[src/rtl/lockin_photon_counter.sv]
// Square-wave lock-in photon counter: N-bin phase timebase, saturating I/Q/total windows.
// Define LOCKIN_HISTOGRAM_EN to add the per-bin phase histogram and its hist_addr/hist_data port.
module lockin_photon_counter #(
    parameter int NUM_BINS      = 4,
    parameter int BIN_CYCLES    = 125,
    parameter int INTEG_PERIODS = 100000,
    parameter int ACC_W         = 32,
    localparam int BIN_W        = $clog2(NUM_BINS)
) (
    input  logic             main_clock,
    input  logic             reset_n,
    input  logic             enable,
    input  logic             pmt_in,
    output logic             light_source,
    output logic             result_valid,
    output logic [ACC_W-1:0] in_phase,
    output logic [ACC_W-1:0] quadrature,
    output logic [ACC_W-1:0] total_count,
`ifdef LOCKIN_HISTOGRAM_EN
    output logic             saturated,
    input  logic [BIN_W-1:0] hist_addr,
    output logic [ACC_W-1:0] hist_data
`else
    output logic             saturated
`endif
);

    localparam int SUB_W = (BIN_CYCLES > 1) ? $clog2(BIN_CYCLES) : 1;
    localparam int PER_W = (INTEG_PERIODS > 1) ? $clog2(INTEG_PERIODS) : 1;

    localparam logic [SUB_W-1:0] SUB_LAST = SUB_W'(BIN_CYCLES - 1);
    localparam logic [PER_W-1:0] PER_LAST = PER_W'(INTEG_PERIODS - 1);
    localparam logic [BIN_W-1:0] BIN_LAST = BIN_W'(NUM_BINS - 1);
    localparam logic [BIN_W-1:0] HALF     = BIN_W'(NUM_BINS / 2);
    localparam logic [BIN_W-1:0] QTR      = BIN_W'(NUM_BINS / 4);
    localparam logic [BIN_W-1:0] QTR3     = BIN_W'((3 * NUM_BINS) / 4);

    localparam logic [ACC_W-1:0] I_MAX   = {1'b0, {(ACC_W-1){1'b1}}};
    localparam logic [ACC_W-1:0] I_MIN   = {1'b1, {(ACC_W-1){1'b0}}};
    localparam logic [ACC_W-1:0] T_MAX   = {ACC_W{1'b1}};
    localparam logic [ACC_W-1:0] ONE     = ACC_W'(1);
    localparam logic [ACC_W-1:0] NEG_ONE = {ACC_W{1'b1}};

    logic             active;
    logic             running;
    logic [SUB_W-1:0] sub_cnt, sub_nxt;
    logic [BIN_W-1:0] bin_idx, bin_nxt;
    logic [PER_W-1:0] per_cnt, per_nxt;
    logic             bin_end, period_end, window_end;

    logic             pmt_s1, pmt_s2, pmt_s3;
    logic             pulse;

    logic [ACC_W-1:0] i_acc, q_acc, t_acc;
    logic [ACC_W-1:0] i_nxt, q_nxt, t_nxt;
    logic             sat_acc, sat_nxt;
    logic             i_up, q_up;
    logic             i_clip, q_clip, t_clip;

    // active lags enable by one edge so bin 0 starts together with light_source
    assign running    = enable && active;
    assign bin_end    = (sub_cnt == SUB_LAST);
    assign period_end = bin_end && (bin_idx == BIN_LAST);
    assign window_end = running && period_end && (per_cnt == PER_LAST);

    always_comb begin
        sub_nxt = '0;
        bin_nxt = '0;
        per_nxt = '0;
        if (running) begin
            sub_nxt = bin_end ? '0 : sub_cnt + SUB_W'(1);
            bin_nxt = bin_idx;
            per_nxt = per_cnt;
            if (bin_end) begin
                bin_nxt = (bin_idx == BIN_LAST) ? '0 : bin_idx + BIN_W'(1);
            end
            if (period_end) begin
                per_nxt = (per_cnt == PER_LAST) ? '0 : per_cnt + PER_W'(1);
            end
        end
    end

    always_ff @(posedge main_clock or negedge reset_n) begin
        if (!reset_n) begin
            active       <= 1'b0;
            sub_cnt      <= '0;
            bin_idx      <= '0;
            per_cnt      <= '0;
            light_source <= 1'b0;
        end else begin
            active       <= enable;
            sub_cnt      <= sub_nxt;
            bin_idx      <= bin_nxt;
            per_cnt      <= per_nxt;
            light_source <= enable && (bin_nxt < HALF);
        end
    end

    always_ff @(posedge main_clock or negedge reset_n) begin
        if (!reset_n) begin
            pmt_s1 <= 1'b0;
            pmt_s2 <= 1'b0;
            pmt_s3 <= 1'b0;
        end else begin
            pmt_s1 <= pmt_in;
            pmt_s2 <= pmt_s1;
            pmt_s3 <= pmt_s2;
        end
    end

    assign pulse = running && pmt_s2 && !pmt_s3;
    assign i_up  = (bin_idx < HALF);
    assign q_up  = (bin_idx >= QTR) && (bin_idx < QTR3);

    // A pulse in the window-end cycle seeds the next window instead of the snapshot
    always_comb begin
        i_clip  = i_up ? (i_acc == I_MAX) : (i_acc == I_MIN);
        q_clip  = q_up ? (q_acc == I_MAX) : (q_acc == I_MIN);
        t_clip  = (t_acc == T_MAX);
        i_nxt   = '0;
        q_nxt   = '0;
        t_nxt   = '0;
        sat_nxt = 1'b0;
        if (window_end) begin
            if (pulse) begin
                i_nxt = i_up ? ONE : NEG_ONE;
                q_nxt = q_up ? ONE : NEG_ONE;
                t_nxt = ONE;
            end
        end else if (running) begin
            i_nxt   = i_acc;
            q_nxt   = q_acc;
            t_nxt   = t_acc;
            sat_nxt = sat_acc;
            if (pulse) begin
                if (!i_clip) i_nxt = i_up ? i_acc + ONE : i_acc - ONE;
                if (!q_clip) q_nxt = q_up ? q_acc + ONE : q_acc - ONE;
                if (!t_clip) t_nxt = t_acc + ONE;
                sat_nxt = sat_acc | i_clip | q_clip | t_clip;
            end
        end
    end

    always_ff @(posedge main_clock or negedge reset_n) begin
        if (!reset_n) begin
            i_acc   <= '0;
            q_acc   <= '0;
            t_acc   <= '0;
            sat_acc <= 1'b0;
        end else begin
            i_acc   <= i_nxt;
            q_acc   <= q_nxt;
            t_acc   <= t_nxt;
            sat_acc <= sat_nxt;
        end
    end

    always_ff @(posedge main_clock or negedge reset_n) begin
        if (!reset_n) begin
            result_valid <= 1'b0;
            in_phase     <= '0;
            quadrature   <= '0;
            total_count  <= '0;
            saturated    <= 1'b0;
        end else begin
            result_valid <= window_end;
            if (window_end) begin
                in_phase    <= i_acc;
                quadrature  <= q_acc;
                total_count <= t_acc;
                saturated   <= sat_acc;
            end
        end
    end

`ifdef LOCKIN_HISTOGRAM_EN
    logic [ACC_W-1:0] hist_acc  [NUM_BINS];
    logic [ACC_W-1:0] hist_snap [NUM_BINS];

    always_ff @(posedge main_clock or negedge reset_n) begin
        if (!reset_n) begin
            for (int b = 0; b < NUM_BINS; b++) begin
                hist_acc[b]  <= '0;
                hist_snap[b] <= '0;
            end
        end else begin
            for (int b = 0; b < NUM_BINS; b++) begin
                if (window_end) begin
                    hist_snap[b] <= hist_acc[b];
                    hist_acc[b]  <= (pulse && (bin_idx == BIN_W'(b))) ? ONE : '0;
                end else if (!running) begin
                    hist_acc[b] <= '0;
                end else if (pulse && (bin_idx == BIN_W'(b)) && (hist_acc[b] != T_MAX)) begin
                    hist_acc[b] <= hist_acc[b] + ONE;
                end
            end
        end
    end

    // Non-power-of-two bin counts leave unused addresses, which read as zero
    generate
        if (NUM_BINS == (1 << BIN_W)) begin : g_hist_rd_full
            always_ff @(posedge main_clock or negedge reset_n) begin
                if (!reset_n) hist_data <= '0;
                else          hist_data <= hist_snap[hist_addr];
            end
        end else begin : g_hist_rd_part
            always_ff @(posedge main_clock or negedge reset_n) begin
                if (!reset_n)                          hist_data <= '0;
                else if (hist_addr < BIN_W'(NUM_BINS)) hist_data <= hist_snap[hist_addr];
                else                                   hist_data <= '0;
            end
        end
    endgenerate
`endif

endmodule

[config.mk]
export PLATFORM = sky130hd
export DESIGN_NAME = lockin_photon_counter
export DESIGN_NICKNAME = d
export VERILOG_FILES = /design/src/rtl/lockin_photon_counter.sv
export SDC_FILE = /design/constraint.sdc
export NUM_CORES = 1
export LEC_CHECK = 0
export ABC_AREA = 0
export ABC_CLOCK_PERIOD_IN_PS = 4750
export BUFFER_PORTS_ARGS = -buffer_cell sky130_fd_sc_hd__buf_2
export CELL_PAD_IN_SITES_DETAIL_PLACEMENT = 1
export CELL_PAD_IN_SITES_GLOBAL_PLACEMENT = 1
export CORE_UTILIZATION = 35
export CTS_CLUSTER_DIAMETER = 80
export DETAILED_ROUTE_END_ITERATION = 8
export PLACE_DENSITY_LB_ADDON = 0.1
export SLEW_MARGIN = 5
export SYNTH_ARGS = -nofsm -noshare
export SYNTH_HDL_FRONTEND = slang
export SYNTH_SLANG_ARGS = --single-unit
export TNS_END_PERCENT = 100
[constraint.sdc]
create_clock -name main_clock -period 4.75 [get_ports main_clock]
set_input_delay 0 -clock main_clock [delete_from_list [all_inputs] [get_ports main_clock]]
set_output_delay 0 -clock main_clock [all_outputs]
set_load 0.01 [all_outputs]
==> out/results.ini, run 1 <==
[status]
outcome = finished, violations left
violations = design-rule violations

[placed_design]
place.gp.congestion = 0.778
dp_cells = 1938
dp_hpwl_um = 23300
port_buffers = 102

[clock_network]
numCtsBuffers = 29
cts_tree = yes
clk_pin_slew_worst_paths_ns = 0.06
max-clock-path-buffers = 3
clockRootBuffer = clkbuf_16
clock-sinks = 226
worstSkewPairLatency_ns = 0.55
cts_post_setup_buffers_inserted = 0
htree_levels = 1

[routing]
wl_per_cell_um = 17.0
wl_um = 33900
vias = 10360
avgViaCountPerCell = 5.20
antenna_left = 0
firstDrtPassIters = 6
drcViolationCount = 15
drtIter0Drc = 441

[synth]
ys_seq_area_share_pct = 44.5
synth_ff_type = dfrtp_1
syn_area_per_cell_um2 = 8.97
ys_ff_latch = 226
synthTopCellsByArea = dfrtp_1 (44%), nand2_1 (8.2%), ha_1 (8.1%)
synth.distinct_cells = 76
syn-num-nets = 1505
synth_most_common_cell = nand2_1
synth.top_cell.area_share_pct = 44.5
syn-cell-area_um2 = 12700
synth_top_cells_by_count = nand2_1 (278), dfrtp_1 (226), nor2_1 (170)
synth_area_leader_cell = dfrtp_1
synthArstFlopShare_pct = 100
syn_inst = 1417
yosysWarnings = 0
synth-edff-count = 0

[finish]
finalNetCount = 1599
drive_gt1_share_pct = 13.3
antenna_cells = 0
multi_input_comb_area_um2 = 6760
fin_cells = 1994
regArea_um2 = 5660
fillers = 4196
syn2layout_area_growth_pct = 15.9

[floorplanning]
die_area_um2 = 37100
io_pins = 103
die_h_um = 193
die_w_um = 193
initial_core_util_pct = 35.7
core_um2 = 35700
placement_rows = 69

[setup_path]
critPathRequiredTime_ns = 5.22
end_kind = flop
r2r_start = bin_idx[0]
cp-endpoint = q_acc[31]
critPathArrivalTime_ns = 4.60
timing.rr.end = q_acc[31]
crit_fanout = 29
crit_type = reg2reg
r2r_setup_slack_ns = 0.63
setup.worst_path.start_class = flop
startpoint = bin_idx[0]
r2r_cells = 14

[sta]
fmax_mhz = 242
rsz0062_at_grt = no
final_max_slew_viol_count = 0
hold_viol = 0
holdWs_ns = 0.110
setup_viol = 0
tns_ns = 0
tightest_slew_ns = 1.12
period_needed_ns = 4.12
relSlewSlack_pct = 25.2
period_share_pct = 86.8
fin_skew_ns = 0.00778

[power_and_ir_drop]
p_switching_w = 0.00155
clockPowerShare_pct = 42.5
p_int_w = 0.00382
p_leak_nw = 7.44
pwr-share-seq_pct = 39.0
switching_share_pct = 28.8
p_per_area_nw_per_um2 = 364
peakVddDrop_v = 0.000292
p_comb_share_pct = 18.5

[global_routing]
grt_usage_pct = 19.0
grt_pass1_vias = 10838
grt_pass1_wl_um = 57300
grt_max_degree = 122
gr-total-overflow = 0
antenna_found_initial = 0

[worst_hold_path]
min_path_type = in2reg

[job]
cap_violations = 0

cells in the final DEF (no fill, tap or decap), drive strengths merged, types with 6 or more instances in the layout:
cell    instances
dfrtp         226
o21a            6
o21ai          76
nor2          170
o211ai          9
buf           116
and3           20
and2            9
a21oi         125
nor3           17
nand4          24
nand2         279
clkbuf         41
nand3          29
inv            24
a21o           28
ha             82
xnor2          48
mux2           31
or2             6
or3            14
xor2           42
a211oi          8
a31oi          10
o21bai          6
nor2b          10
state kept, by name, indices dropped and copies added (netlist names):
name,flops
pmt_s3,1
q_acc,32
quadrature,32
saturated,1
light_source,1
i_acc,32
per_cnt,17
bin_idx,2
result_valid,1
t_acc,32
pmt_s2,1
sat_acc,1
total_count,32
in_phase,32
sub_cnt,7
pmt_s1,1
active,1
critical path, stage by stage, from the launching register on:
cell and delay [ns]:
dfrtp_1 0.39, ha_1 0.39, inv_1 0.36, buf_4 0.42, ha_1 0.25, and2_1 0.22, and3_1 0.17, nand3_1 0.08
or4_1 0.58, a21oi_1 0.27, o21ai_2 0.24, buf_4 0.30, nand2_1 0.11, o21ai_0 0.09, a21oi_1 0.15
metal layers:
layer	wire length, um	track usage (%)
met3	1310	2.58
met1	17100	27.4
met5	0	0
met2	14800	29.8
met4	620	4.94
logic make-up after synthesis:
family | Yosys count | share of synthesized area [%]
adder cells (fa/ha/maj) | 84 | 8.38
buffers and inverters | 79 | 2.63
XOR/XNOR | 90 | 6.20
multiplexers | 34 | 2.98
flip-flops | 226 | 44.5
AO/OA/AOI/OAI | 306 | 14.7
AND/OR/NAND/NOR | 598 | 20.6
what timing repair did:
action | CTS | global route
hold buffers | 3 | 0
hold endpoints to repair | 124 | 0
resized for setup | 0 | 0
power groups by stage:
| stage | clock, W | sequential [W] | combinational, W |
|---|---|---|---|
| 2_1_floorplan | 0 | 0.00209 | 0.000758 |
| 3_3_place_gp | 0 | 0.00213 | 0.000992 |
| 3_5_place_dp | 0 | 0.00213 | 0.000992 |
| 4_1_cts | 0.00236 | 0.00210 | 0.00100 |
| 5_1_grt | 0.00243 | 0.00211 | 0.00113 |
| 6_report | 0.00228 | 0.00210 | 0.000993 |
through the flow:
step | setup WS [ns] | utilization, % | total power (W) | instance area, um^2
after CTS | 0.561 | 41.4 | 0.00547 | 14700
final | 0.625 | 41.4 | 0.00537 | 14700
after global routing | 0.254 | 41.4 | 0.00566 | 14700
after floorplan | 0.160 | - | 0.00285 | 12700
after detailed placement | 0.595 | 38.5 | 0.00313 | 13700
after global placement | 0.685 | 38.5 | 0.00312 | 13700
how the worst min path moves through the flow:
stage,end,depth (start not counted),startpoint,slack (ns)
finish,pmt_s1,2,pmt_in,0.11
global placement,pmt_s1,1,pmt_in,0.11
floorplan,active,0,reset_n,-0.30
detailed placement,pmt_s1,1,pmt_in,0.11
CTS,pmt_s1,2,pmt_in,0.06
global route,pmt_s1,2,pmt_in,0.08
cell type report:
type,instances,share of cell area [%]
Clock buffer,41,5.77
Clock inverter,12,1.02
Inverter,23,0.586
Multi-Input combinational cell,1112,45.8
Sequential cell,226,38.4
Tap cell,461,3.91
Timing Repair Buffer,119,4.53
No activity file was read; power rests on OpenSTA's default activity.
==> inputs of run 2 (changes only) <==
- PLACE_DENSITY: default -> 0.72
- PLACE_DENSITY_LB_ADDON: 0.1 -> default
==> run 2 against run 1 <==
Compared with the run above:
- the run still ends with design-rule violations left
- maximum frequency down 0.46%
- critical path depth decreased by 1
- first-iteration DRC count down 9.5%
- non-clock buffer count grew 4
- highest routed layer unchanged
==> out/results.ini, run 2 (synthesis results as in run 1) <==
[finish]
mostFrequentLayoutCell = nand2_1
syn2layout_area_growth_pct = 15.7
regArea_um2 = 5660
layout_common_cells = nand2_1 (277), dfrtp_1 (226), nor2_1 (168)
drive_gt1_share_pct = 13.5
fillers = 4184
finalNetCount = 1601
antenna_cells = 0
multi_input_comb_area_um2 = 6760

[sta]
period_needed_ns = 4.14
fin_skew_ns = 0.0135
hold_viol = 0
period_share_pct = 87.2
fmax_mhz = 241
relSlewSlack_pct = 36.5
setup_viol = 0
final_max_slew_viol_count = 0
rsz0062_at_grt = no
tns_ns = 0
setup_ws_ns = 0.606
tightest_slew_ns = 0.950

[routing]
drcViolationCount = 22
firstDrtPassIters = 7
drtIter0Drc = 399
avgViaCountPerCell = 5.25
wl_um = 33100
vias = 10475
wl_per_cell_um = 16.6
antenna_left = 0

[clock_network]
cts_resized = 0
clock-sinks = 226
worstSkewPairLatency_ns = 0.56
clk_pin_slew_worst_paths_ns = 0.06
max-clock-path-buffers = 3
numCtsBuffers = 27
clockRootBuffer = clkbuf_16
cts_tree = yes
htree_levels = 1

[floorplanning]
io_pins = 103
die_h_um = 193
die_w_um = 193
placement_rows = 69
core_um2 = 35700
die_area_um2 = 37100
initial_core_util_pct = 35.7

[setup_path]
r2r_cells = 13
r2r_start = bin_idx[0]
timing.rr.end = q_acc[31]
crit_fanout = 27
critPathArrivalTime_ns = 4.62
critPathRequiredTime_ns = 5.23
r2r_setup_slack_ns = 0.61
setup.worst_path.start_class = flop
end_kind = flop
crit_type = reg2reg

[power_and_ir_drop]
p_comb_share_pct = 18.8
power_w = 0.00531
p_per_area_nw_per_um2 = 361
p_leak_nw = 7.45
pwr-share-seq_pct = 39.5
peakVddDrop_v = 0.000204
p_int_w = 0.00378
p_switching_w = 0.00153
clockPowerShare_pct = 41.8
switching_share_pct = 28.8

[placed_design]
dp_slack_ns = 0.612
dp_hpwl_um = 23800
port_buffers = 102
place.gp.congestion = 0.849

[global_routing]
grt_pass1_vias = 10912
antenna_found_initial = 0
gr-total-overflow = 0
grt_max_degree = 115
grt_pass1_wl_um = 55900
grt_usage_pct = 18.3

[job]
cap_violations = 0

[worst_hold_path]
min_path_type = in2async

[status]
violations = design-rule violations
outcome = finished, violations left

-- run 2: routing by layer --
| layer | track usage (%) | vias up | routed length, um |
|---|---|---|---|
| met5 | 0 | - | 0 |
| met4 | 4.69 | 0 | 569 |
| met3 | 2.29 | 41 | 1210 |
| met2 | 31.0 | 120 | 15900 |
| met1 | 24.6 | 5229 | 15400 |
| li1 | - | 5085 | - |
-- run 2: power by group through the flow --
stage | sequential (W) | combinational, W | clock [W]
2_1_floorplan | 0.00209 | 0.000758 | 0
3_3_place_gp | 0.00213 | 0.000976 | 0
5_1_grt | 0.00210 | 0.00113 | 0.00235
3_5_place_dp | 0.00213 | 0.000993 | 0
6_report | 0.00210 | 0.000995 | 0.00222
4_1_cts | 0.00209 | 0.00100 | 0.00229
-- run 2: critical path: stages, from the launching register on --
cell and delay, ns:
dfrtp_1 0.40, ha_1 0.39, inv_1 0.33, buf_4 0.40
ha_1 0.31, nand4_1 0.17, or2_2 0.36, or4_1 0.55
a21oi_1 0.25, o21ai_2 0.27, buf_4 0.31, nand2_1 0.10
o21ai_0 0.10, a21oi_1 0.12
-- run 2: metrics by stage --
stage / area, um^2 / util [%] / std cells / hold slack, ns
2_1_floorplan: 12700 / - / 1417 / -0.296
3_3_place_gp: 13700 / 38.5 / 1942 / 0.115
3_5_place_dp: 13700 / 38.5 / 1942 / 0.113
4_1_cts: 14700 / 41.3 / 1995 / 0.0697
5_1_grt: 14700 / 41.3 / 1995 / 0.0963
6_report: 14700 / 41.3 / 1995 / 0.0713
-- run 2: final cells by class --
cell class	instances	share of cell area, %
clock buffer	32	4.92
tap	461	3.92
timing repair buffer	123	4.66
inverter	23	0.587
sequential	226	38.4
clock inverter	18	1.56
multi-input combinational	1112	45.9
-- run 2: worst max-delay path by stage --
stage	start	to	slack, ns	cells past startpoint
final	bin_idx[0]	q_acc[31]	0.61	13
after global routing	bin_idx[0]	q_acc[25]	0.23	13
after CTS	bin_idx[0]	q_acc[31]	0.59	13
after detailed placement	bin_idx[0]	q_acc[25]	0.61	13
after global placement	bin_idx[0]	q_acc[25]	0.77	13
after floorplan	bin_idx[1]	q_acc[30]	0.16	14
-- run 2: timing repair --
action | in CTS | in global routing
buffers inserted | 0 | 0
hold endpoints to repair | 115 | 0
hold buffers | 3 | 0
endpoints found under the setup margin | 0 | 0
